$ cat config.mk
export PLATFORM = sky130hd
export DESIGN_NAME = game_flow_ctrl_flat
export DESIGN_NICKNAME = d
export VERILOG_FILES = /design/src/rtl/game_flow_if.sv /design/src/rtl/game_flow_ctrl.sv /design/src/flat_wrapper.sv
export SDC_FILE = /design/constraint.sdc
export NUM_CORES = 1
export LEC_CHECK = 0
export ABC_CLOCK_PERIOD_IN_PS = 2150
export CAP_MARGIN = 10
export CORE_AREA = 2 2 73 75
export CTS_BUF_LIST = sky130_fd_sc_hd__clkbuf_2
export DETAILED_ROUTE_END_ITERATION = 6
export DIE_AREA = 0 0 75 77
export GPL_ROUTABILITY_DRIVEN = 0
export GPL_TIMING_DRIVEN = 0
export PLACE_DENSITY = 0.77
export SLEW_MARGIN = 10
export SYNTH_ARGS = -nofsm -noshare
export SYNTH_HDL_FRONTEND = slang
export SYNTH_SLANG_ARGS = --single-unit
$ cat constraint.sdc
create_clock -name clk -period 2.15 [get_ports clk]
set_input_delay 0.3225 -clock clk [delete_from_list [all_inputs] [get_ports clk]]
set_output_delay 0.3225 -clock clk [all_outputs]
set_load 0.02 [all_outputs]
$ cat src/rtl/game_flow_if.sv
// Event pulses from the button/mouse decoder and collision logic, plus the
// registered status bundle that feeds the overlay renderer.
interface game_flow_if;
  logic       stage_sel_pulse;
  logic [1:0] stage_sel;
  logic       staff_pulse;
  logic       next_pulse;
  logic       back_pulse;
  logic       retry_pulse;
  logic       key_hit;
  logic       light_hit;
  logic       door_hit;
  logic       trap_hit;
  logic [3:0] state;
  logic [1:0] key_find;
  logic [1:0] heart;
  logic [1:0] todo;
  logic [3:0] play_valid;

  modport master (
    output stage_sel_pulse, stage_sel, staff_pulse, next_pulse, back_pulse,
           retry_pulse, key_hit, light_hit, door_hit, trap_hit,
    input  state, key_find, heart, todo, play_valid
  );

  modport slave (
    input  stage_sel_pulse, stage_sel, staff_pulse, next_pulse, back_pulse,
           retry_pulse, key_hit, light_hit, door_hit, trap_hit,
    output state, key_find, heart, todo, play_valid
  );
endinterface

$ cat src/rtl/game_flow_ctrl.sv
// Game-level sequencer: screen state, stage progress, hearts with trap
// cooldown and the stage-unlock mask, all registered for the overlay.
module game_flow_ctrl #(
  parameter int HEARTS       = 3,
  parameter int KEYS_NEEDED  = 3,
  parameter int HIT_COOLDOWN = 50000000,
  parameter int CD_W         = 26
) (
  input logic        clk,
  input logic        rst,
  game_flow_if.slave bus
);

  typedef enum logic [3:0] {
    ST_TITLE    = 4'd0,
    ST_STAFF    = 4'd1,
    ST_STAGE1   = 4'd2,
    ST_SUCCESS1 = 4'd3,
    ST_STAGE2   = 4'd4,
    ST_SUCCESS2 = 4'd5,
    ST_STAGE3   = 4'd6,
    ST_SUCCESS3 = 4'd7,
    ST_FAIL     = 4'd8
  } state_e;

  typedef enum logic [1:0] {
    TODO_NONE       = 2'd0,
    TODO_FIND_KEY   = 2'd1,
    TODO_FIND_LIGHT = 2'd2,
    TODO_FIND_DOOR  = 2'd3
  } todo_e;

  localparam logic [1:0]      HEARTS_V = 2'(HEARTS);
  localparam logic [1:0]      KEYS_V   = 2'(KEYS_NEEDED);
  localparam logic [CD_W-1:0] CD_LOAD  = CD_W'(HIT_COOLDOWN);

  state_e          state_q;
  todo_e           todo_q;
  logic [1:0]      key_find_q;
  logic [1:0]      heart_q;
  logic [3:0]      play_valid_q;
  logic [CD_W-1:0] cooldown_q;
  logic [1:0]      last_stage_q;

  // Stage codes are 2k (play) and 2k+1 (success), so bits [2:1] give k.
  logic [1:0] cur_k;
  logic [1:0] unlock_idx;
  logic       trap_ok;
  logic       enter_en;
  logic [1:0] enter_k;

  assign cur_k      = state_q[2:1];
  // Stage 3 wraps to index 0, which is the all-cleared bit.
  assign unlock_idx = cur_k + 2'd1;
  assign trap_ok    = bus.trap_hit && (cooldown_q == '0);

  // Every path into a stage shares the same entry load, so it is decided once.
  always_comb begin
    enter_en = 1'b0;
    enter_k  = last_stage_q;
    case (state_q)
      ST_TITLE:
        if (bus.stage_sel_pulse && (bus.stage_sel != 2'd0) && play_valid_q[bus.stage_sel]) begin
          enter_en = 1'b1;
          enter_k  = bus.stage_sel;
        end
      ST_SUCCESS1, ST_SUCCESS2:
        if (bus.next_pulse && !bus.back_pulse) begin
          enter_en = 1'b1;
          enter_k  = cur_k + 2'd1;
        end
      ST_FAIL:
        if (bus.retry_pulse && !bus.back_pulse) enter_en = 1'b1;
      default: ;
    endcase
  end

  // NOTE: sequential state uses non-blocking assignments so every register
  // samples the pre-edge values regardless of statement order.
  always_ff @(posedge clk) begin
    if (rst) begin
      state_q      <= ST_TITLE;
      todo_q       <= TODO_NONE;
      key_find_q   <= 2'd0;
      heart_q      <= HEARTS_V;
      play_valid_q <= 4'b0010;
      cooldown_q   <= '0;
      last_stage_q <= 2'd1;
    end else if (enter_en) begin
      state_q      <= state_e'({1'b0, enter_k, 1'b0});
      todo_q       <= TODO_FIND_KEY;
      key_find_q   <= 2'd0;
      heart_q      <= HEARTS_V;
      cooldown_q   <= '0;
      last_stage_q <= enter_k;
    end else begin
      case (state_q)
        ST_TITLE:
          if (bus.staff_pulse) state_q <= ST_STAFF;
        ST_STAFF:
          if (bus.back_pulse) state_q <= ST_TITLE;
        ST_STAGE1, ST_STAGE2, ST_STAGE3: begin
          if (bus.back_pulse) begin
            state_q    <= ST_TITLE;
            todo_q     <= TODO_NONE;
            cooldown_q <= '0;
          end else if (trap_ok && heart_q == 2'd1) begin
            state_q    <= ST_FAIL;
            heart_q    <= 2'd0;
            todo_q     <= TODO_NONE;
            cooldown_q <= '0;
          end else begin
            if (trap_ok) begin
              heart_q    <= heart_q - 2'd1;
              cooldown_q <= CD_LOAD;
            end else if (cooldown_q != '0) begin
              cooldown_q <= cooldown_q - 1'b1;
            end
            case (todo_q)
              TODO_FIND_KEY:
                if (bus.key_hit && key_find_q != KEYS_V) begin
                  key_find_q <= key_find_q + 2'd1;
                  if (key_find_q + 2'd1 == KEYS_V) todo_q <= TODO_FIND_LIGHT;
                end
              TODO_FIND_LIGHT:
                if (bus.light_hit) todo_q <= TODO_FIND_DOOR;
              TODO_FIND_DOOR:
                if (bus.door_hit) begin
                  state_q                  <= state_e'(state_q + 4'd1);
                  todo_q                   <= TODO_NONE;
                  cooldown_q               <= '0;
                  play_valid_q[unlock_idx] <= 1'b1;
                end
              default: ;
            endcase
          end
        end
        ST_SUCCESS1, ST_SUCCESS2:
          if (bus.back_pulse) state_q <= ST_TITLE;
        ST_SUCCESS3:
          if (bus.back_pulse)      state_q <= ST_TITLE;
          else if (bus.next_pulse) state_q <= ST_STAFF;
        ST_FAIL:
          if (bus.back_pulse) state_q <= ST_TITLE;
        default: begin
          state_q    <= ST_TITLE;
          todo_q     <= TODO_NONE;
          cooldown_q <= '0;
        end
      endcase
    end
  end

  assign bus.state      = state_q;
  assign bus.key_find   = key_find_q;
  assign bus.heart      = heart_q;
  assign bus.todo       = todo_q;
  assign bus.play_valid = play_valid_q;

endmodule

$ cat src/flat_wrapper.sv
// flat-port wrapper written by rule: the top's interface ports become plain ports
module game_flow_ctrl_flat 
#(
  parameter int HEARTS       = 3,
  parameter int KEYS_NEEDED  = 3,
  parameter int HIT_COOLDOWN = 50000000,
  parameter int CD_W         = 26
)
  (clk, rst, bus_stage_sel_pulse, bus_stage_sel, bus_staff_pulse, bus_next_pulse, bus_back_pulse, bus_retry_pulse, bus_key_hit, bus_light_hit, bus_door_hit, bus_trap_hit, bus_state, bus_key_find, bus_heart, bus_todo, bus_play_valid);
  game_flow_if bus_i ();
  input logic clk;
  input logic rst;
  input wire logic [$bits(bus_i.stage_sel_pulse)-1:0] bus_stage_sel_pulse;
  input wire logic [$bits(bus_i.stage_sel)-1:0] bus_stage_sel;
  input wire logic [$bits(bus_i.staff_pulse)-1:0] bus_staff_pulse;
  input wire logic [$bits(bus_i.next_pulse)-1:0] bus_next_pulse;
  input wire logic [$bits(bus_i.back_pulse)-1:0] bus_back_pulse;
  input wire logic [$bits(bus_i.retry_pulse)-1:0] bus_retry_pulse;
  input wire logic [$bits(bus_i.key_hit)-1:0] bus_key_hit;
  input wire logic [$bits(bus_i.light_hit)-1:0] bus_light_hit;
  input wire logic [$bits(bus_i.door_hit)-1:0] bus_door_hit;
  input wire logic [$bits(bus_i.trap_hit)-1:0] bus_trap_hit;
  output wire logic [$bits(bus_i.state)-1:0] bus_state;
  output wire logic [$bits(bus_i.key_find)-1:0] bus_key_find;
  output wire logic [$bits(bus_i.heart)-1:0] bus_heart;
  output wire logic [$bits(bus_i.todo)-1:0] bus_todo;
  output wire logic [$bits(bus_i.play_valid)-1:0] bus_play_valid;
  assign bus_i.stage_sel_pulse = bus_stage_sel_pulse;
  assign bus_i.stage_sel = bus_stage_sel;
  assign bus_i.staff_pulse = bus_staff_pulse;
  assign bus_i.next_pulse = bus_next_pulse;
  assign bus_i.back_pulse = bus_back_pulse;
  assign bus_i.retry_pulse = bus_retry_pulse;
  assign bus_i.key_hit = bus_key_hit;
  assign bus_i.light_hit = bus_light_hit;
  assign bus_i.door_hit = bus_door_hit;
  assign bus_i.trap_hit = bus_trap_hit;
  assign bus_state = bus_i.state;
  assign bus_key_find = bus_i.key_find;
  assign bus_heart = bus_i.heart;
  assign bus_todo = bus_i.todo;
  assign bus_play_valid = bus_i.play_valid;
  game_flow_ctrl #(.HEARTS(HEARTS), .KEYS_NEEDED(KEYS_NEEDED), .HIT_COOLDOWN(HIT_COOLDOWN), .CD_W(CD_W)) u_core (.clk(clk), .rst(rst), .bus(bus_i));
endmodule
== Word level (Yosys, flattened, before mapping) ==
Cells that the tools add are included.
Cells by class
  add/sub/neg operators: 5
  multipliers: 0
  divide/modulo/power cells: 0
  $lt $le $gt $ge: 3
  equality and inequality tests: 35
  shift-type cells: 0
  muxes and demuxes: 39
  bitwise logic cells: 5
  reductions and logical operators: 26
Operators with widths (number)
  2-to-1 mux 26 bit: 6
  case mux 26 bit (2 select lines): 1
  2-to-1 mux 4 bit: 8
  zero test 26 bit: 1
  nonzero test 26 bit: 1
  subtractor 26 x 1 -> 26 bit, second input constant: 1
  2-to-1 mux 2 bit: 10
  inequality test 6 x 4 -> 1 bit, second input constant: 3
  AND reduction 6 bit: 3
  equality test 4 x 3 -> 1 bit, second input constant: 4
  case mux 4 bit (4 select lines): 1
  inequality test 5 x 3 -> 1 bit, second input constant: 3
  AND reduction 5 bit: 3
  inequality test 6 x 3 -> 1 bit, second input constant: 2
  inequality test 5 x 4 -> 1 bit, second input constant: 2
  equality test 4 x 2 -> 1 bit, second input constant: 2
  logical AND 1 bit: 8
  inequality test 4 x 3 -> 1 bit, second input constant: 2
  case mux 2 bit (2 select lines): 2
  inequality test 7 x 4 -> 1 bit, second input constant: 1
  equality test 2 bit, second input constant: 3
  less-than comparator 2 x 3 -> 1 bit, second input constant: 2
  2-to-1 mux 1 bit: 6
  case mux 2 bit (3 select lines): 1
  28 further kinds: 37
Storage, ports and cells
  register bits after elaboration: 42
  latch bits: 0
  memory bits (writable): 0
  bits in read-only memories: 0
  input bits: 13
  memories kept: 0

== Depth between registers and ports, before layout ==
Gate-level depths: netlist of run 1.
  depth after elaboration: 9
  gate-level depth with buffers: 9
  depth with buffers taken out: 8

== Worst setup path before layout of run 1 ==
Ideal clock, no wire load.
  path kind: register to register
  start point: register u_core.state_q[1], in the netlist u_core.bus.state[1]
  end point: register u_core.cooldown_q[10]
  library setup time: 0.064 ns
  arrival: 2.351 ns
  path slack: -0.265 ns
  cell stages (with the launch flop): 10
  period minus slack after synthesis: 2.415 ns
  path through: dfxtp_1 inv_1 ha_1 nor2b_1 o2111ai_1 o22ai_1 nor3_1 o21ai_1 buf_2 nor2_1
Between the ends
  cells in the longest elaborated chain, start to end: 4
  elaborated cells on any way between the ends: 15
RTL lines
  from (decl): RTL line game_flow_ctrl.sv:37  | state_e state_q;
  from (signal assigned): RTL line game_flow_ctrl.sv:90  | state_q <= state_e'({1'b0, enter_k, 1'b0});
  from (signal assigned): RTL line game_flow_ctrl.sv:129  | state_q <= state_e'(state_q + 4'd1);
  equality test 4 x 2 -> 1 bit or equality test 4 x 3 -> 1 bit (tied branches): RTL line game_flow_ctrl.sv:61, game_flow_ctrl.sv:97
  OR reduction 2 bit: RTL line game_flow_ctrl.sv:61  | case (state_q)
  case mux 1 bit (3 select lines): RTL line game_flow_ctrl.sv:61
  OR reduction 2 bit (no line)
  to (signal assigned): RTL line game_flow_ctrl.sv:117  | cooldown_q <= cooldown_q - 1'b1;
  to (decl): RTL line game_flow_ctrl.sv:42  | logic [CD_W-1:0] cooldown_q;
Several ways; a longest one is shown, not always the timed one.
A chain may end at the register's enable or synchronous reset.

== Final worst setup path of run 1 ==
  start point: register u_core.cooldown_q[9]
  end point: register u_core.cooldown_q[24]
Between the ends
  cells in the longest elaborated chain, start to end: 8
  elaborated cells on any way between the ends: 12
RTL lines
  subtractor 26 x 1 -> 26 bit (tied with other cells): RTL line game_flow_ctrl.sv:117
  2-to-1 mux 26 bit or logical AND 1 bit (tied branches): RTL line game_flow_ctrl.sv:116, game_flow_ctrl.sv:55
  2-to-1 mux 26 bit: RTL line game_flow_ctrl.sv:113  | if (trap_ok) begin
  2-to-1 mux 26 bit: RTL line game_flow_ctrl.sv:128  | if (bus.door_hit) begin
  2-to-1 mux 26 bit: RTL line game_flow_ctrl.sv:119  | case (todo_q)
  2-to-1 mux 26 bit *: RTL line game_flow_ctrl.sv:107  | end else if (trap_ok && heart_q == 2'd1) begin
  2-to-1 mux 26 bit *: RTL line game_flow_ctrl.sv:103  | if (bus.back_pulse) begin
  case mux 26 bit (2 select lines) *: RTL line game_flow_ctrl.sv:97  | case (state_q)
Every way passes the cells marked *; elsewhere a longest branch is shown, timed or not.

==> metrics.md, run 1 <==
| Metric | Value |
|---|---|
| Synth Area in XOR/XNOR | 4.76% |
| Synthesis-stage register bit count | 42 |
| Post-synthesis adder-cell area fraction | 6.80% |
| Multiplexer share of the synthesized area | ~2.3% |
| Final setup violation count | 4 |
| RSZ-0062 raised after global routing | true |
| Post-CTS Hold Buffers | 0 |
| Dominant cell type by area after synthesis | dfxtp_1 |
| Port buffer count | 26 |
| Worst setup margin | -0.0786 ns |
| Max transition margin | around three fifths |
| Vias in the first global route | 2575 |
| Max-cap check violation count | 0 |
| Worst Tran Pin Value | 0.567 ns |
| Initial Utilization | between 50% and 60% |
| Period minus WS final | 2.23 ns |
| Maximum VDD drop | 0.000622 V |
| CP Capture Type | flop |
| Total CTS buffers | 5 |
| Reg clk slew, reported paths | 0.23 ns |
| Status | finished, violations left |
| IO Pins | 27 |
| Worst Skew | 0.0220 ns |
| Setup WS pre-CTS | -0.577 ns |
| ANT cells | 0 |
| Hold Path Stages | 1 |
| Final Cell Area | 3580 um^2 |
| Async set-reset flop share out of synthesis | 0% |
| Violated checks | setup timing |
| Core Box Area | 4980 um^2 |
| Crit-path max FO | 4 |
| Slew Limit Fails | 0 |
| Vias per std cell | 6.16 |
| Clk_lat worst skew | 0.45 ns |
| Die X | 75 um |
| Initial antenna violation count | 0 |
| Post-Syn Instances | roughly 320 |
| Final nets | 410 |
| P per Cell Area | 1270 nW/um^2 |
| Endpoints failing hold | 0 |
| Grt ovf | 0 |
| Worst EP arrival | 2.63 ns |
| Row Count | 26 |
| Placed Area | 2940 um^2 |
| DRC | 0 |
| CTS tree | built |
| Startpoint types | flop |
| Fraction of layout cells with a size suffix above 1 | 27.6% |
| Clock root cell | clkbuf_2 |
| Combinational family with the most area after synthesis | simple AND/OR/NAND/NOR gates |
| Yosys top cell area share | between 30% and 40% |
| Main area contributors after synthesis | dfxtp_1 33%, nor2_1 7.0%, ha_1 6.8% |
| First-pass GRT wire length | 12.0 mm |
| Critical Path RT | about 2.6 ns |
| Die footprint | 5780 um^2 |
| Post-synth top flop | dfxtp_1 |
| Synth-to-layout area growth | 38.7% |
| Clock Sinks | 42 |
| Reg2Reg Depth | 6 |
| Crit path kind | reg2reg |
| Via count | 2797 |
| Routed wire length | 7.82 mm |
| Initial drt markers | 244 |
| Mean Syn Cell Area | 7.98 um^2 |
| Total track usage | 26.5% |
| Simple-gate area share of the yosys netlist | 30.8% |
| Synth warn | 0 |
| Post-synth EDFFs | 0 |
| Worst-case clock buffer depth | 2 |
| Synth Area in Compound Gates | 19.7% |
| LEAKAGE | ~1.4 nW |
| Hold/Removal Path Class | reg2reg |
| H-tree levels | 2 |
| Synth Net Count | 350 |
| Synth unique cells | 54 |
| Antenna Nets Post-Route | 0 |
| Drt pass-1 iters | 5 |
| Fin crit share | 104% |
| Register area share after synthesis | 32.6% |
| Largest net degree at the start of global routing | 14 |
| Mapped Area | roughly 2600 um^2 |
| Post-DP HPWL | 4.89 mm |
| Detail-routed net length per standard cell | around 17 um |
| Achievable Freq | about 450 MHz |
| Die H | just under 80 um |
report_power, final:
part           internal (mW)  switching (mW)  total, mW
sequential             0.876           0.158       1.03
clock                 0.0739           0.287      0.361
combinational           1.47            1.68       3.15
total                   2.42            2.12       4.55
cell usage after synthesis (all sizes together), types with 7 or more instances:
cell type,instances
nor2,48
dfxtp,42
nand2,23
a21oi,17
o21ai,16
ha,14
nor3,14
inv,12
nand3,12
nor4,10
xnor2,10
nand4,9
a211oi,7
or4,7
timing repair:
item | CTS | global route
gates resized for setup | 40 | 52
pin swaps | 8 | 17
cloned | 1 | 1
setup buffers | 18 | 10
endpoints found under the setup margin | 42 | 40
worst paths after layout:
kind | startpoint | end | slack [ns]
hold reg to reg | u_core.bus.play_valid[1]$_SDFFE_PP1P_ | u_core.bus.play_valid[1]$_SDFFE_PP1P_ | 0.51
setup reg to reg | u_core.cooldown_q[9]$_SDFFE_PP0N_ | u_core.cooldown_q[24]$_SDFFE_PP0N_ | -0.08
setup / recovery | u_core.cooldown_q[9]$_SDFFE_PP0N_ | u_core.cooldown_q[24]$_SDFFE_PP0N_ | -0.08
hold / removal | u_core.bus.play_valid[1]$_SDFFE_PP1P_ | u_core.bus.play_valid[1]$_SDFFE_PP1P_ | 0.51
stage by stage:
step,setup TNS [ns],hold WS [ns],utilization (%),power [mW],instances
final,-0.160,0.509,71.8,4.55,454
after global placement,-16.18,0.461,59.1,4.09,419
after global routing,-1.63,0.550,71.8,4.81,454
after CTS,-0.124,0.509,65.9,5.78,444
after detailed placement,-17.19,0.461,59.1,5.01,419
after floorplan,-0.0254,0.450,-,3.40,323
kinds of logic (layout without fill, tap and decap cells):
kind of cell,count (synthesis),count (layout)
XOR/XNOR,14,14
multiplexers,6,6
AND/OR/NAND/NOR,151,151
AO/OA/AOI/OAI,76,76
adder cells (fa/ha/maj),14,14
buffers and inverters,20,81
flip-flops,42,42
registers in the layout, indices dropped and copies added, names as in the netlist:
register	cells
u_core.cooldown_q	26
u_core.bus.key_find	2
u_core.bus.todo	2
u_core.bus.state	4
u_core.bus.heart	2
u_core.bus.play_valid	4
u_core.last_stage_q	2
cells in the final DEF (no fill, tap or decap), drive strengths merged, types with 5 or more instances in the layout:
master	instances
xnor2	10
clkdlybuf4s50	26
a211oi	7
ha	14
mux2i	6
or2	5
o21ai	16
inv	11
dfxtp	42
a21o	5
or4	7
nor2	48
nand2	23
nand3	12
nor3	14
clkbuf	7
buf	33
nand4	9
a21oi	17
nor4	10
per-layer routing:
metal / wire (um) / track usage [%]
met1: 3150 / 34.5
met3: 501 / 4.07
met4: 213 / 9.64
met5: 0 / 0
met2: 3960 / 43.3
critical path, stage by stage (launching register included):
cell and delay, ns:
dfxtp_2 0.41, or3_4 0.37, or2_4 0.24, or4_4 0.44, or4_4 0.45, nor4_4 0.13, o21a_1 0.15
cell type report:
type | instances | area (um^2)
buffer | 5 | 32.5
clock buffer | 5 | 25.0
clock inverter | 3 | 16.3
fill | 375 | 1400
inverter | 12 | 48.8
multi-input combinational | 261 | 2010
sequential | 42 | 857
tap | 70 | 87.6
timing repair buffer | 56 | 497
(Power assumes the default switching activity.)
==> run 2, diff against run 1 <==
- HOLD_SLACK_MARGIN: default -> 0.08
- PLACE_DENSITY: 0.77 -> 0.74
==> run 2 against run 1 <==
  * The flow still finishes with violations (setup timing)
  * Highest routed layer unchanged
  * Die area did not move
  * Non-clock buffer count fell by 2
  * Critical path depth did not move
  * Routed wire length rose by 4.3%
  * Maximum frequency fell by 2.8%
  * Clock power rose by 30%
  * Core utilization rose by 1.2 points
==> metrics.md, run 2 (synthesis gave the netlist of run 1 again) <==
| Metric | Value |
|---|---|
| RR Startpoint | u_core.cooldown_q[8]$_SDFFE_PP0N_ |
| Detail-routed net length per standard cell | 18.0 um (+4.7%) |
| Max-cap check violation count | 0 (unchanged) |
| Vias in the first global route | 2570 (-0.19%) |
| Post-DP HPWL | 4.84 mm (-0.90%) |
| Final nets | 408 (-0.49%) |
| Fin crit share | 107% (+3.0 points) |
| Maximum VDD drop | 0.000609 V (-2.0%) |
| Fraction of layout cells with a size suffix above 1 | 28.8% (+1.2 points) |
| Synth-to-layout area growth | 41.1% |
| Clock Sinks | 42 (unchanged) |
| Vias per std cell | 6.34 (+2.9%) |
| Endpoints failing hold | 0 (unchanged) |
| LEAKAGE | 1.39 nW (+1.9%) |
| Setup WS pre-CTS | -0.565 ns (+0.0116 ns) |
| Most flops, register | u_core.cooldown_q |
| Fin Setup TNS | -0.592 ns (-0.432 ns) |
| Status | finished, violations left |
| Total CTS buffers | 5 (unchanged) |
| Violated checks | setup timing |
| Max reg flops | 26 (unchanged) |
| Drt pass-1 iters | 5 (unchanged) |
| Reg clk slew, reported paths | 0.23 ns (about the same) |
| Die X | 75 um (unchanged) |
| Hold/Removal Path Class | reg2reg |
| Commonest non-fill, non-tap cells in the layout | 42 x nor2_1, 32 x dfxtp_1, 26 x clkdlybuf4s50_1 |
| Largest net degree at the start of global routing | 14 (unchanged) |
| Initial drt markers | 323 (+32%) |
| Period minus WS final | 2.29 ns (+0.0652 ns) |
| Initial antenna violation count | 0 (unchanged) |
| Worst-case clock buffer depth | 2 (unchanged) |
| Crit-path max FO | 2 (-2) |
| Max transition margin | 55.9% (-5.3 points) |
| RSZ-0062 raised after global routing | true |
| Startpoint types | flop |
| First-pass GRT wire length | 12.2 mm (+1.3%) |
| Reg2Reg Depth | 6 (unchanged) |
| R2R setup slack | -0.14 ns (-0.07 ns) |
| Initial Utilization | 51.8% (unchanged) |
| CP endpoint | u_core.cooldown_q[24]$_SDFFE_PP0N_ |
| Worst Tran Pin Value | 0.645 ns (+0.0778 ns) |
| Worst EP arrival | 2.67 ns (+0.04 ns) |
| Die H | 77 um (unchanged) |
| Slew Limit Fails | 0 (unchanged) |
| IO Pins | 27 (unchanged) |
| RR Endpoint | u_core.cooldown_q[24]$_SDFFE_PP0N_ |
| Worst setup margin | -0.144 ns (-0.0652 ns) |
| Worst Skew | 0.0305 ns (+0.00850 ns) |
| Antenna Nets Post-Route | 0 (unchanged) |
| Routed wire length | 8.15 mm (+4.3%) |
| Commonest non-fill, non-tap cell in the layout | nor2_1 |
| Clock root cell | clkbuf_2 |
| CP Capture Type | flop |
| Achievable Freq | 436 MHz (-2.8%) |
| Total track usage | 26.8% (+0.32 points) |
| Clk_lat worst skew | 0.43 ns (-0.02 ns) |
| Critical Path RT | 2.53 ns (-0.02 ns) |
| Final setup violation count | 14 (+10) |
| Row Count | 26 (unchanged) |
| CTS tree | built |
| Setup crit start | u_core.cooldown_q[8]$_SDFFE_PP0N_ |
| ANT cells | 0 (unchanged) |
| DRC | 0 (unchanged) |
| P per Cell Area | 1300 nW/um^2 (+2.2%) |
| Crit path kind | reg2reg |
| Core Box Area | 4980 um^2 (unchanged) |
| Via count | 2865 (+2.4%) |
| Port buffer count | 26 (unchanged) |
| H-tree levels | 2 (unchanged) |
| Die footprint | 5780 um^2 (unchanged) |
| Grt ovf | 0 (unchanged) |
-- run 2: per-stage QoR --
step	instance area (um^2)	std cells	power, mW	hold WS, ns	util [%]
final	3640	452	4.73	0.496	73.1
after global routing	3640	452	9.34	0.516	73.1
after CTS	3310	441	4.01	0.506	66.6
after detailed placement	2940	419	5.00	0.458	59.1
after global placement	2940	419	4.39	0.450	59.1
after floorplan	2590	323	3.40	0.450	-
-- run 2: worst min-delay path by stage --
stage,from,endpoint,slack [ns],depth (start not counted)
2_1_floorplan,rst,u_core.bus.heart[1]$_SDFFE_PP1P_,0.45,2
3_3_place_gp,u_core.bus.play_valid[0]$_SDFFE_PP0P_,u_core.bus.play_valid[0]$_SDFFE_PP0P_,0.45,2
3_5_place_dp,u_core.bus.play_valid[1]$_SDFFE_PP1P_,u_core.bus.play_valid[1]$_SDFFE_PP1P_,0.46,1
4_1_cts,u_core.bus.play_valid[1]$_SDFFE_PP1P_,u_core.bus.play_valid[1]$_SDFFE_PP1P_,0.51,1
5_1_grt,u_core.bus.play_valid[1]$_SDFFE_PP1P_,u_core.bus.play_valid[1]$_SDFFE_PP1P_,0.52,1
6_report,u_core.bus.play_valid[1]$_SDFFE_PP1P_,u_core.bus.play_valid[1]$_SDFFE_PP1P_,0.50,1
-- run 2: final cells by class --
class,count,area (um^2)
flip-flops and latches,42,863
inverters,12,48.8
plain buffers,4,31.3
multi-input cells,261,2040
clock inverters,2,33.8
clock buffers,6,30.0
well taps,70,87.6
fillers,346,1340
repair buffers,55,503
-- run 2: critical path, cell delays in order (launching register included) --
cell and delay [ns]:
dfxtp_4 0.41, or3_4 0.38, or2_1 0.23, or4_4 0.44
or4_1 0.41, nor4_1 0.23, o21a_1 0.15
-- run 2: layer usage --
layer  part of all wire (%)  GRT usage (%)
met1                     41           34.1
met2                     47           42.5
met3                    6.8           6.18
met4                    5.1           11.4
met5                      0              0
-- run 2: report_power, final --
group / leakage (nW) / internal [mW] / switching [mW]
Sequential: 0.346 / 0.877 / 0.162
Clock: 0.0406 / 0.198 / 0.272
Combinational: 1.01 / 1.49 / 1.73
Total: 1.39 / 2.57 / 2.16
-- run 2: what timing repair did --
| item | CTS | global route |
|---|---|---|
| hold buffers | 0 | 0 |
| endpoints found under the hold margin | 0 | 0 |
| pin swaps | 8 | 26 |
| gates cloned | 1 | 1 |
| gates resized for setup | 42 | 56 |
| buffers inserted | 16 | 11 |
| setup endpoints to repair | 41 | 42 |
==> run 3, diff against run 2 <==
- CTS_CLUSTER_SIZE: default -> 16
==> results of run 3 <==
Same layout as run 2: the final DEF is identical, and so are final timing and power.
